==> config.mk <==
export PLATFORM = sky130hd
export DESIGN_NAME = rst_seq_ctrl
export DESIGN_NICKNAME = d
export VERILOG_FILES = /design/src/rtl/rst_seq_ctrl_pkg.sv /design/src/rtl/rst_seq_timer.sv /design/src/rtl/rst_seq_ctrl.sv
export SDC_FILE = /design/constraint.sdc
export NUM_CORES = 1
export LEC_CHECK = 0
export BUFFER_PORTS_ARGS = -buffer_cell sky130_fd_sc_hd__buf_2
export CORE_MARGIN = 1.5
export CORE_UTILIZATION = 60
export CTS_BUF_LIST = sky130_fd_sc_hd__clkbuf_8
export DETAILED_ROUTE_END_ITERATION = 8
export GPL_ROUTABILITY_DRIVEN = 0
export PLACE_DENSITY = 0.81
export RECOVER_POWER = 25
export SYNTH_ARGS = -nofsm -noshare
export SYNTH_HDL_FRONTEND = slang
export SYNTH_SLANG_ARGS = --single-unit
==> constraint.sdc <==
create_clock -name i_clk -period 3.5 [get_ports i_clk]
set_input_delay 0.7 -clock i_clk [delete_from_list [all_inputs] [get_ports i_clk]]
set_output_delay 0.7 -clock i_clk [all_outputs]
set_load 0.01 [all_outputs]
==> src/rtl/rst_seq_ctrl_pkg.sv <==
// Shared definitions for the reset sequencer: state encodings, default timing
// and a small constant helper used for counter sizing.
package rst_seq_ctrl_pkg;

  typedef enum logic [2:0] {
    ST_ASSERT = 3'd0,
    ST_HOLD   = 3'd1,
    ST_GAP    = 3'd2,
    ST_DONE   = 3'd3,
    ST_ACK    = 3'd4
  } state_e;

  localparam int DEF_N_DOM    = 4;
  localparam int DEF_HOLD_CYC = 16;
  localparam int DEF_GAP_CYC  = 8;

  function automatic int max_i(input int a, input int b);
    return (a > b) ? a : b;
  endfunction

endpackage

==> src/rtl/rst_seq_timer.sv <==
// Saturating up-counter with clear, enable and a terminal-count compare
// against a run-time limit, so one instance serves both hold and gap intervals.
module rst_seq_timer #(
  parameter int CNT_W = 5
) (
  input  logic             i_clk,
  input  logic             i_rst,
  input  logic             i_clear,
  input  logic             i_en,
  input  logic [CNT_W-1:0] i_limit,
  output logic             o_tc
);

  logic [CNT_W-1:0] cnt_q, cnt_d;

  assign o_tc = (cnt_q == i_limit);

  // Next count: clear wins, otherwise count up and stop at the limit.
  always_comb begin
    cnt_d = cnt_q;
    if (i_clear) begin
      cnt_d = '0;
    end else if (i_en && (cnt_q < i_limit)) begin
      cnt_d = cnt_q + CNT_W'(1);
    end
  end

  // Count register.
  always_ff @(posedge i_clk) begin
    if (i_rst) cnt_q <= '0;
    else       cnt_q <= cnt_d;
  end

endmodule

==> src/rtl/rst_seq_ctrl.sv <==
// Reset sequencer: holds all domain resets low, then releases them one per
// gap in ascending order. A 4-phase software request re-runs the sequence.
//
//  state     | meaning
//  ST_ASSERT | all resets low for one cycle, timer cleared
//  ST_HOLD   | all resets low, counting the initial hold, then release domain 0
//  ST_GAP    | counting the gap before releasing domain idx
//  ST_DONE   | all domains released, waiting for a software request
//  ST_ACK    | sw sequence finished, ack high until the request drops
module rst_seq_ctrl
  import rst_seq_ctrl_pkg::*;
#(
  parameter int N_DOM    = DEF_N_DOM,
  parameter int HOLD_CYC = DEF_HOLD_CYC,
  parameter int GAP_CYC  = DEF_GAP_CYC
) (
  input  logic             i_clk,
  input  logic             i_rst,
  input  logic             i_sw_rst_req,
  output logic             o_sw_rst_ack,
  output logic [N_DOM-1:0] o_rst_n,
  output logic             o_busy,
  output logic             o_done
);

  localparam int CNT_W = $clog2(max_i(HOLD_CYC, GAP_CYC) + 1);
  localparam int IDX_W = $clog2(N_DOM + 1);
  // The hold interval ends one cycle later than a gap of the same length
  // because the counter starts on the ST_ASSERT exit edge; this makes the
  // first release land at E0+1+HOLD_CYC and later ones exactly GAP_CYC apart.
  localparam logic [CNT_W-1:0] HOLD_LIM = CNT_W'(HOLD_CYC);
  localparam logic [CNT_W-1:0] GAP_LIM  = CNT_W'(GAP_CYC - 1);
  localparam logic [IDX_W-1:0] LAST_IDX = IDX_W'(N_DOM - 1);

  state_e           state_q, state_d;
  logic [IDX_W-1:0] idx_q, idx_d;
  logic [N_DOM-1:0] rst_n_q, rst_n_d;
  logic             sw_q, sw_d;
  logic             ack_q, ack_d;
  logic             tmr_clr, tmr_en, tmr_tc;
  logic [CNT_W-1:0] tmr_lim;

  rst_seq_timer #(.CNT_W(CNT_W)) u_timer (
    .i_clk   (i_clk),
    .i_rst   (i_rst),
    .i_clear (tmr_clr),
    .i_en    (tmr_en),
    .i_limit (tmr_lim),
    .o_tc    (tmr_tc)
  );

  // Next-state, release and handshake decisions.
  always_comb begin
    state_d = state_q;
    idx_d   = idx_q;
    rst_n_d = rst_n_q;
    sw_d    = sw_q;
    ack_d   = ack_q;
    tmr_clr = 1'b0;
    tmr_en  = 1'b0;
    tmr_lim = GAP_LIM;
    case (state_q)
      ST_ASSERT: begin
        rst_n_d = '0;
        idx_d   = '0;
        tmr_clr = 1'b1;
        state_d = ST_HOLD;
      end
      ST_HOLD: begin
        tmr_en  = 1'b1;
        tmr_lim = HOLD_LIM;
        if (tmr_tc) begin
          rst_n_d[0] = 1'b1;
          idx_d      = IDX_W'(1);
          tmr_clr    = 1'b1;
          if (N_DOM == 1) begin
            state_d = sw_q ? ST_ACK : ST_DONE;
            ack_d   = sw_q;
          end else begin
            state_d = ST_GAP;
          end
        end
      end
      ST_GAP: begin
        tmr_en = 1'b1;
        if (tmr_tc) begin
          for (int k = 0; k < N_DOM; k++) begin
            if (IDX_W'(k) == idx_q) rst_n_d[k] = 1'b1;
          end
          idx_d   = idx_q + IDX_W'(1);
          tmr_clr = 1'b1;
          if (idx_q == LAST_IDX) begin
            state_d = sw_q ? ST_ACK : ST_DONE;
            ack_d   = sw_q;
          end
        end
      end
      ST_DONE: begin
        if (i_sw_rst_req) begin
          sw_d    = 1'b1;
          rst_n_d = '0;
          state_d = ST_ASSERT;
        end
      end
      ST_ACK: begin
        if (!i_sw_rst_req) begin
          ack_d   = 1'b0;
          sw_d    = 1'b0;
          state_d = ST_DONE;
        end
      end
      default: state_d = ST_ASSERT;
    endcase
  end

  // State and output registers; i_rst forces a full restart from any state.
  always_ff @(posedge i_clk) begin
    if (i_rst) begin
      state_q <= ST_ASSERT;
      idx_q   <= '0;
      rst_n_q <= '0;
      sw_q    <= 1'b0;
      ack_q   <= 1'b0;
    end else begin
      state_q <= state_d;
      idx_q   <= idx_d;
      rst_n_q <= rst_n_d;
      sw_q    <= sw_d;
      ack_q   <= ack_d;
    end
  end

  // Parameter sanity, simulation only.
  always_ff @(posedge i_clk) begin
    assert (N_DOM >= 1 && HOLD_CYC >= 1 && GAP_CYC >= 1)
      else $error("rst_seq_ctrl: N_DOM, HOLD_CYC and GAP_CYC must all be >= 1");
  end

  assign o_rst_n      = rst_n_q;
  assign o_done       = &rst_n_q;
  assign o_busy       = ~(&rst_n_q);
  assign o_sw_rst_ack = ack_q;

endmodule
Word level (Yosys, flattened, before mapping)
Cells that the tools add are included.
{"block": "totals", "regBits": 17, "out_inout_bits": 7, "word_cells": 79}
{"block": "classes", "n_addsub": 2, "magnitude_cmp": 1, "eq_ne": 18, "mux": 29, "bitwise": 1, "reduce_logical": 19}
{"op": "$mux W3", "count": 8}
{"op": "$reduce_and A4 Y1", "count": 5}
{"op": "$ne A2 B2 Y1 const B", "count": 9}
{"op": "$pmux W3 S3", "count": 2}
{"op": "$pmux W3 S5", "count": 1}
{"op": "$mux W1", "count": 11}
{"op": "$reduce_and A5 Y1", "count": 2}
{"op": "$eq A3 B2 Y1 const B", "count": 3}
{"op": "$mux W4", "count": 2}
{"op": "$eq A2 B3 Y1 const A", "count": 2}
{"op": "$logic_not A3 Y1", "count": 2}
{"op": "$pmux W1 S2", "count": 3}
{"op": "$reduce_and A3 Y1", "count": 2}
{"op": "$reduce_bool A3 Y1", "count": 2}
{"op": "$add A5 B1 Y5 const B", "count": 1}
{"op": "$eq A5 B5 Y1", "count": 1}
{"op": "$lt A5 B5 Y1", "count": 1}
{"op": "$mux W5", "count": 1}
{"op": "$pmux W1 S4", "count": 1}
{"op": "$reduce_bool A2 Y1", "count": 2}
{"op": "$reduce_bool A4 Y1", "count": 1}
{"op": "$reduce_or A2 Y1", "count": 2}
{"op": "$add A3 B1 Y3 const B", "count": 1}
{"op": "$eq A1 B3 Y1 const A", "count": 1}
{"op": "4 further kinds", "count": 4}

Longest topological paths before layout
Gate-level depths: netlist (run 1).
{"block": "depth", "depth_word": 6, "depth_mapped": 8, "ltp_nobuf": 8}

Hierarchy
From an unflattened synthesis (run 1), not the netlist that was laid out.
{"block": "unflattened", "cells_unflattened": 149, "area_unflattened_um2": 1139.8}
{"mod": "rst_seq_ctrl", "instances": 1, "cells_each": 103, "area_each_um2": 768.2, "seq_area_each_um2": 240.2}
{"mod": "rst_seq_timer", "instances": 1, "cells_each": 46, "area_each_um2": 371.6, "seq_area_each_um2": 100.1}

Worst setup path before layout (run 1)
OpenSTA, ideal clock, no wires.
{"block": "synth_path", "kind": "register to register", "startpoint": "register state_q[0]", "endpoint": "register idx_q[1]", "setup_time_ns": 0.070, "arrival_ns": 2.048, "required_ns": 3.430, "slack_ns": 1.382, "path_stages_with_launch": 8, "period_less_slack_ns": 2.118, "cell_sequence": "dfxtp_1 > buf_2 > nand3_1 > ha_1 > and4b_1 > and3_1 > a221o_1 > o2bb2ai_1"}
{"block": "synth_via", "elab_chain_cells": 5, "word_cells_on_any_way": 10, "cone_classes": "eq/ne: 5; mux: 2; reduce/logical: 3"}
{"item": "from (decl)", "line": "rst_seq_ctrl.sv:35", "text": "state_e state_q, state_d;"}
{"item": "from (signal assigned)", "line": "rst_seq_ctrl.sv:125", "text": "state_q <= state_d;"}
{"item": "$eq A3 B1 Y1", "line": "rst_seq_ctrl.sv:62", "text": "case (state_q)"}
{"item": "$mux W5", "line": "rst_seq_ctrl.sv:62"}
{"item": "$eq A5 B5 Y1", "line": "rst_seq_timer.sv:16", "text": "assign o_tc = (cnt_q == i_limit);"}
{"item": "$ne A2 B2 Y1 (no line)"}
{"item": "$reduce_and A3 Y1 (no line)"}
{"item": "to (signal assigned)", "line": "rst_seq_ctrl.sv:126", "text": "idx_q <= idx_d;"}
{"item": "to (decl)", "line": "rst_seq_ctrl.sv:36", "text": "logic [IDX_W-1:0] idx_q, idx_d;"}
Parallel ways exist; a longest one is shown, timed or not.
A chain may end at the register's enable or synchronous reset.

Final worst setup path (run 1)
{"block": "layout_path", "startpoint": "register state_q[1]", "endpoint": "register idx_q[1]"}
The elaborated chain is that of the path after synthesis.

==> results by group, run 1 <==
Worst hold path
  – Hold path cells: 2
  – Min-Delay Path Class: reg -> reg

Logic synthesis
  – Sequential fraction of the synthesis area: 0.322
  – Ranking of synthesized cells by area: dfxtp_1 (32%), ha_1 (12%), a21oi_1 (5.7%)
  – Largest family of logic cells by synthesized area: compound AO/OA/AOI/OAI gates
  – Synth cell count leaders: dfxtp_1 (17), a21oi_1 (12), inv_1 (11), ha_1 (10), nor2_1 (8)
  – Top-area cell type share of the netlist area: 0.322
  – EDFF count, synth: 0
  – Post-Synth Adder-Cell Area: 0.118
  – Syn_nets: 140
  – Multiplexer share of the synthesized area: 0
  – Dominant cell type by area after synthesis: dfxtp_1
  – Register bit total from synthesis: 17
  – Most numerous cell in the Yosys netlist: dfxtp_1
  – Syn Area/Cell: 8.32 sq um
  – Yosys warns: 0
  – Mapped cell area: 1060 sq um
  – Main flop type after synthesis: dfxtp_1
  – Synth Area in Simple Gates: 0.201
  – Compound-Gate Fraction of Synth Area: 0.280
  – Post-Synth XOR/XNOR Area: 0.0154
  – Yosys cell types: 38
  – Asr flop ratio synth: 0
  – Synth Instances: 127

GRT
  – GRT Util Overall: 0.244
  – Initial antenna violation count: 0
  – Global-route wire length before repair: 3670 microns
  – Vias in the first global route: 850
  – Total congestion overflow: 0
  – Largest net degree at the start of global routing: 16

Timing
  – Hold WS: 0.501 ns
  – Final period util: 0.720
  – Final hold vios: 0
  – Least-Margin Pin Slew: 0.528 ns
  – Sum Neg Setup Slack: 0 ns
  – RSZ-0062 raised after global routing: no
  – Slew Viols, Final: 0
  – Minimum clock period: 2.52 ns
  – Slew headroom: 0.647
  – Achievable Freq: 397 MHz
  – Final setup fails: 0
  – Setup Skew: 0.00440 ns

Drt
  – DR DRC count: 0
  – Wl on met1: 944 microns
  – Wirelength, routed: 2200 microns
  – Met3 routed wirelength: 123 microns
  – Initial DRC Count: 34
  – Met2 WL: 1110 microns
  – DRT Pass-1 Iters: 4
  – Post-route ant nets: 0
  – Total number of vias: 997
  – Uppermost routed layer: met4
  – Via-to-Cell Ratio: 6.60
  – Drt wl/cell: 14.6 microns

Run
  – Maxcap violations: 0

Floorplan
  – Height of the die: 45.0 microns
  – Initial Util: 0.670
  – Die X: 45.0 microns
  – Core Region: 1580 sq um
  – Rows: 14
  – I/O pin cnt: 10
  – Die footprint: 2020 sq um

Cells and area
  – Area Growth Syn to Fin: 7.82%
  – Post-route cell area: 1140 sq um
  – Share of layout cells above drive strength 1: 0.0815
  – Post-layout util: 0.722
  – Nets: 149
  – N_diodes: 0

CTS
  – Hold-fix buffers, CTS: 0
  – CTS buffer count: 3
  – Maximum root-to-sink buffer count: 2
  – Setup Fix Bufs, Post-CTS: 0
  – TritonCTS clock tree: yes
  – Latest clock arrival within the worst-skew pair: 0.25 ns
  – CTS Sinks: 17
  – H-tree depth: 1
  – Post-CTS sizing: 0
  – Clk slew on worst S/H paths: 0.07 ns
  – Root Buffer: clkbuf_8

Place
  – Placed Area: 1100 sq um
  – HPWL Detailed: 1670 microns
  – PortBufs: 9

Worst setup path
  – Largest fanout on the critical path: 15
  – Critical path required time: 3.68 ns
  – Worst r2r path cells: 8
  – Critical Path Max Stage Delay: 0.65 ns
  – Crit start category: flop
  – CP Class: reg -> reg
  – CP Cell Sequence: inv_2 -> nand3_1 -> inv_1 -> ha_1 -> and4b_1 -> and3_1 -> a221o_1 -> o2bb2ai_1
  – CP max stage cell: dfxtp_1
  – Setup crit end kind: flop
  – Worst Path Arrival: 2.70 ns

Power
  – VDD IR-drop max: 219 uV
  – Tot Pwr: 402 uW
  – Leakage power: 0.000423 uW
  – Power per cell area: 353 nW/um^2

Outcome
  – Status: finished clean
## report_power, final
group | internal [uW] | switching (uW) | total [uW]
Sequential | 198 | 8.64 | 207
Clock | 77.7 | 63.2 | 141
Combinational | 21.1 | 33.8 | 54.9
Total | 297 | 106 | 402
## layout by cell type, fill, tap and decap left out, drive strengths merged
cell / instances
nand3: 6
clkbuf: 8
and3: 2
ha: 10
a311oi: 1
dfxtp: 17
a21oi: 12
o211ai: 2
nand2b: 2
a211oi: 3
or4: 3
nor2: 8
o41ai: 1
xor2: 1
nor2b: 2
a32oi: 1
a221oi: 1
nand2: 6
a21boi: 1
o31ai: 4
nand4b: 2
o21ai: 9
o21ba: 1
a221o: 1
or3: 4
inv: 13
nor3: 1
and4b: 1
o21bai: 1
o211a: 1
o21a: 1
a31oi: 2
buf: 4
nand4: 2
o2bb2ai: 1
## worst max-delay path: cells and delay by family (launching register included)
| kind | cells | cell delay [ns] |
|---|---|---|
| AO/OA/AOI/OAI | 2 | 0.61 |
| adder cells (fa/ha/maj) | 1 | 0.31 |
| buffers and inverters | 2 | 0.21 |
| AND/OR/NAND/NOR | 3 | 0.66 |
| flip-flops | 1 | 0.65 |
## cell families (layout without fill, tap and decap cells)
group                    Yosys count  after routing
AND/OR/NAND/NOR                   39             39
flip-flops                        17             17
AO/OA/AOI/OAI                     43             43
XOR/XNOR                           1              1
buffers and inverters             17             25
adder cells (fa/ha/maj)           10             10
## final timing paths
kind | to | startpoint | slack (ns)
min reg2reg | u_timer.cnt_q[4]$_SDFFE_PP0P_ | u_timer.cnt_q[4]$_SDFFE_PP0P_ | 0.50
max reg2reg | idx_q[1]$_SDFFE_PP0P_ | state_q[1]$_SDFFE_PP0P_ | 0.98
max | idx_q[1]$_SDFFE_PP0P_ | state_q[1]$_SDFFE_PP0P_ | 0.98
min | u_timer.cnt_q[4]$_SDFFE_PP0P_ | u_timer.cnt_q[4]$_SDFFE_PP0P_ | 0.50
## sequential cells by signal, indices dropped and copies added, names as in the netlist
signal / cells
u_timer.cnt_q: 5
o_rst_n: 4
idx_q: 3
state_q: 3
o_sw_rst_ack: 1
sw_q: 1
## per-layer routing
metal / global-route usage / vias up
met2: 0.420 / 34
met3: 0.0400 / 4
li1: - / 487
met5: 0 / -
met4: 0.0882 / 0
met1: 0.306 / 472
## metrics by stage
stage | std cells | worst slack [ns]
2_1_floorplan | 127 | 1.38
3_3_place_gp | 147 | 1.13
3_5_place_dp | 147 | 1.02
4_1_cts | 151 | 1.02
5_1_grt | 151 | 0.848
6_report | 151 | 0.979
## cell type report
cell class                      instances  area (sq um)
Multi-Input combinational cell         93           649
Fill cell                             129           438
Sequential cell                        17           340
Inverter                               12          45.0
Clock buffer                            3          41.3
Timing Repair Buffer                    9          38.8
Tap cell                               16          20.0
Clock inverter                          1          3.75
(Power assumes the default switching activity.)
==> run 2, diff against run 1 <==
- ABC_AREA: not set -> 1
- PLACE_DENSITY: 0.81 -> 0.8
- clock period: 3.5 -> 2.45 ns (I/O delays scaled with it)
==> run 2 against run 1 <==
Against the previous run:
- first-iteration DRC count is 5.9% higher
- largest power group is now combinational cells
- non-clock buffer count stayed put
- count of clock-buffer cells in the layout stayed put
- critical path depth is 5 higher
- sequential power is 130% higher
- power grew to 3.9 times the previous value
- via count is 8.7% higher
- sequential share of layout area is 2.8 points lower
- critical path type unchanged
==> results by group, run 2 <==
Logic synthesis
  – Mapped cell area: 1150 sq um (+9.2%)
  – Dominant cell type by area after synthesis: dfxtp_1
  – Syn Area/Cell: 6.52 sq um (-22%)
  – EDFF count, synth: 0 (unchanged)
  – Yosys cell types: 24 (-37%)
  – Sequential fraction of the synthesis area: 0.295 (-0.0273)
  – Synth Instances: 177 (+39%)
  – Ranking of synthesized cells by area: dfxtp_1 (30%), ha_1 (11%), nand2_1 (11%)
  – Main flop type after synthesis: dfxtp_1
  – Register bit total from synthesis: 17 (unchanged)
  – Yosys warns: 0 (unchanged)
  – Syn_nets: 190 (+36%)
  – Asr flop ratio synth: 0 (unchanged)
  – Synth cell count leaders: nand2_1 (33), nor2_1 (33), inv_1 (24), dfxtp_1 (17), nand3_1 (14)
  – Top-area cell type share of the netlist area: 0.295 (-0.0273)

Cells and area
  – Area Growth Syn to Fin: 8.89%
  – Share of layout cells above drive strength 1: 0.122 (+0.0409)
  – Largest Register: u_timer.cnt_q
  – N_diodes: 0 (unchanged)
  – Max reg flops: 5 (unchanged)
  – Nets: 202 (+36%)
  – Commonest non-fill, non-tap cells in the layout: nand2_1 (33), nor2_1 (33), inv_1 (25)
  – Post-route cell area: 1260 sq um (+10%)
  – Post-route insts no fill: 213 (+41%)

Worst setup path
  – Crit Reg-Reg Endpoint: o_sw_rst_ack$_SDFFE_PP0P_
  – Largest fanout on the critical path: 8 (-7)
  – Reg2Reg Setup Slack: 0.36 ns (-0.62 ns)
  – CP max stage cell: dfxtp_1
  – CP Buf/Inv Count: 4 (+2)
  – Setup crit end kind: flop
  – CP Cell Sequence: inv_1 -> nand3_2 -> inv_1 -> ha_1 -> nand2_1 -> inv_1 -> nand3_1 -> nand2_2 -> inv_2 -> nor2_1 -> nand2_1 -> nand2_1 -> nor2_1
  – Top delay family on crit path: simple AND/OR/NAND/NOR gates
  – Worst Path Arrival: 2.24 ns (-0.46 ns)
  – CP Class: reg -> reg
  – Crit start category: flop
  – Worst r2r path cells: 13 (+5)
  – Critical path required time: 2.60 ns (-1.08 ns)
  – Worst reg2reg startpoint: state_q[1]$_SDFFE_PP0P_
  – Critical Path Max Stage Delay: 0.49 ns (-0.16 ns)

Drt
  – Total number of vias: 1,084 (+8.7%)
  – Wirelength, routed: 2410 microns (+9.3%)
  – DRT Pass-1 Iters: 4 (unchanged)
  – Initial DRC Count: 36 (+5.9%)
  – Post-route ant nets: 0 (unchanged)
  – Via-to-Cell Ratio: 5.09 (-23%)
  – DR DRC count: 0 (unchanged)
  – Drt wl/cell: 11.3 microns (-23%)

Timing
  – Sum Neg Setup Slack: 0 ns (unchanged)
  – Least-Margin Pin Slew: 0.386 ns (-0.142 ns)
  – Setup Skew: 0.00117 ns (-0.00323 ns)
  – Slew Viols, Final: 0 (unchanged)
  – Final worst slack: 0.358 ns (-0.622 ns)
  – Achievable Freq: 478 MHz (+20%)
  – Minimum clock period: 2.09 ns (-0.428 ns)
  – RSZ-0062 raised after global routing: no
  – Final setup fails: 0 (unchanged)
  – Slew headroom: 0.742 (+0.0947)
  – Final hold vios: 0 (unchanged)
  – Final period util: 0.854 (+0.134)

CTS
  – Clk slew on worst S/H paths: 0.06 ns (about the same)
  – CTS buffer count: 3 (unchanged)
  – CTS Sinks: 17 (unchanged)
  – Setup Fix Bufs, Post-CTS: 0 (unchanged)
  – H-tree depth: 1 (unchanged)
  – Latest clock arrival within the worst-skew pair: 0.25 ns (about the same)
  – Hold-fix buffers, CTS: 0 (unchanged)
  – Root Buffer: clkbuf_8
  – TritonCTS clock tree: yes
  – Post-CTS sizing: 0 (unchanged)
  – Maximum root-to-sink buffer count: 2 (unchanged)

Power
  – Leakage power: 0.000638 uW (+51%)
  – Seq pwr share: 0.297 (-0.216)
  – Power per cell area: 1250 nW/um^2 (+250%)
  – VDD IR-drop max: 682 uV (+210%)
  – Pint: 798 uW (+170%)
  – Sw Ratio: 0.491 (+0.229)
  – Tot Pwr: 1570 uW (+290%)
  – Combinational share of power: 0.573 (+0.437)
  – Clock share of power: 0.130 (-0.220)
  – Psw: 770 uW (+630%)

Place
  – HPWL Detailed: 1980 microns (+18%)
  – Inst Count DP: 209 (+42%)
  – Pre-CTS setup slack: 0.392 ns (-0.630 ns)
  – Placed Area: 1220 sq um (+11%)
  – PortBufs: 9 (unchanged)

GRT
  – Global-route wire length before repair: 4130 microns (+12%)
  – Vias in the first global route: 1,020 (+20%)
  – Initial antenna violation count: 0 (unchanged)
  – GRT Util Overall: 0.264 (+0.0199)
  – Total congestion overflow: 0 (unchanged)
  – Largest net degree at the start of global routing: 10 (-6)

Floorplan
  – Die footprint: 2190 sq um (+8.6%)
  – I/O pin cnt: 10 (unchanged)
  – Core Region: 1760 sq um (+12%)
  – Rows: 15 (+1)
  – Die X: 46.9 microns (+4.2%)
  – Height of the die: 46.9 microns (+4.2%)
  – Initial Util: 0.654 (-0.0159)

Run
  – Maxcap violations: 0 (unchanged)

Worst hold path
  – Worst hold start: o_rst_n[2]$_SDFFE_PP0P_
  – Hold path cells: 2 (unchanged)
  – Min-Delay Path Class: reg -> reg
  – Hold endpoint: o_rst_n[2]$_SDFFE_PP0P_

Outcome
  – Status: finished clean
run 2: cell count changes after synthesis, moves of 3 or more:
cell,previous run,this run
inv_2,1,6
clkbuf_1,3,0
nand2_1,6,33
nor2_1,8,33
or4_1,3,0
a211oi_1,3,0
o31ai_1,4,0
nand3_1,6,14
nor2_2,0,3
or3_1,4,0
inv_1,11,24
run 2: per-stage QoR:
step / hold WS (ns) / utilization
finish: 0.468 / 0.712
CTS: 0.466 / 0.716
global placement: 0.448 / 0.690
floorplan: 0.455 / -
global route: 0.490 / 0.712
detailed placement: 0.457 / 0.690
run 2: area by class of cell:
class / count / area (sq um)
flip-flops and latches: 17 / 340
fillers: 178 / 508
inverters: 30 / 113
well taps: 25 / 31.3
multi-input cells: 128 / 688
clock buffers: 3 / 41.3
clock inverters: 1 / 3.75
repair buffers: 9 / 38.8
run 2: layer usage:
layer | vias up | global-route usage | wire, microns
met1 | 470 | 0.309 | 1060
met5 | - | 0 | 0
met2 | 28 | 0.458 | 1190
li1 | 578 | - | -
met4 | 0 | 0.139 | 63
met3 | 8 | 0.0462 | 88
run 2: power by group through the flow:
| stage | Combinational [uW] | Clock [uW] | Sequential [uW] |
|---|---|---|---|
| after CTS | 902 | 205 | 465 |
| after detailed placement | 897 | 0 | 472 |
| after global routing | 1040 | 217 | 483 |
| after floorplan | 722 | 0 | 453 |
| final | 898 | 204 | 467 |
| after global placement | 875 | 0 | 464 |
run 2: worst max path at each step:
| stage | slack, ns | from | endpoint | cells past startpoint |
|---|---|---|---|---|
| after CTS | 0.38 | state_q[1]$_SDFFE_PP0P_ | o_sw_rst_ack$_SDFFE_PP0P_ | 13 |
| final | 0.36 | state_q[1]$_SDFFE_PP0P_ | o_sw_rst_ack$_SDFFE_PP0P_ | 13 |
| after floorplan | 0.67 | state_q[1]$_SDFFE_PP0P_ | o_sw_rst_ack$_SDFFE_PP0P_ | 13 |
| after detailed placement | 0.39 | state_q[1]$_SDFFE_PP0P_ | o_sw_rst_ack$_SDFFE_PP0P_ | 13 |
| after global placement | 0.52 | state_q[1]$_SDFFE_PP0P_ | state_q[2]$_SDFFE_PP0P_ | 11 |
| after global routing | 0.17 | state_q[1]$_SDFFE_PP0P_ | o_sw_rst_ack$_SDFFE_PP0P_ | 13 |
run 2: cells by family after synthesis:
family,after synthesis,synth area share
AND/OR/NAND/NOR,96,0.382
buffers and inverters,32,0.108
AO/OA/AOI/OAI,21,0.0987
flip-flops,17,0.295
adder cells (fa/ha/maj),10,0.108
XOR/XNOR,1,0.00759
run 2: tightest hold or removal path: cells and delay by family (launching register included):
kind / cells / cell delay (ns)
AO/OA/AOI/OAI: 1 / 0.05
buffers and inverters: 1 / 0.05
flip-flops: 1 / 0.32
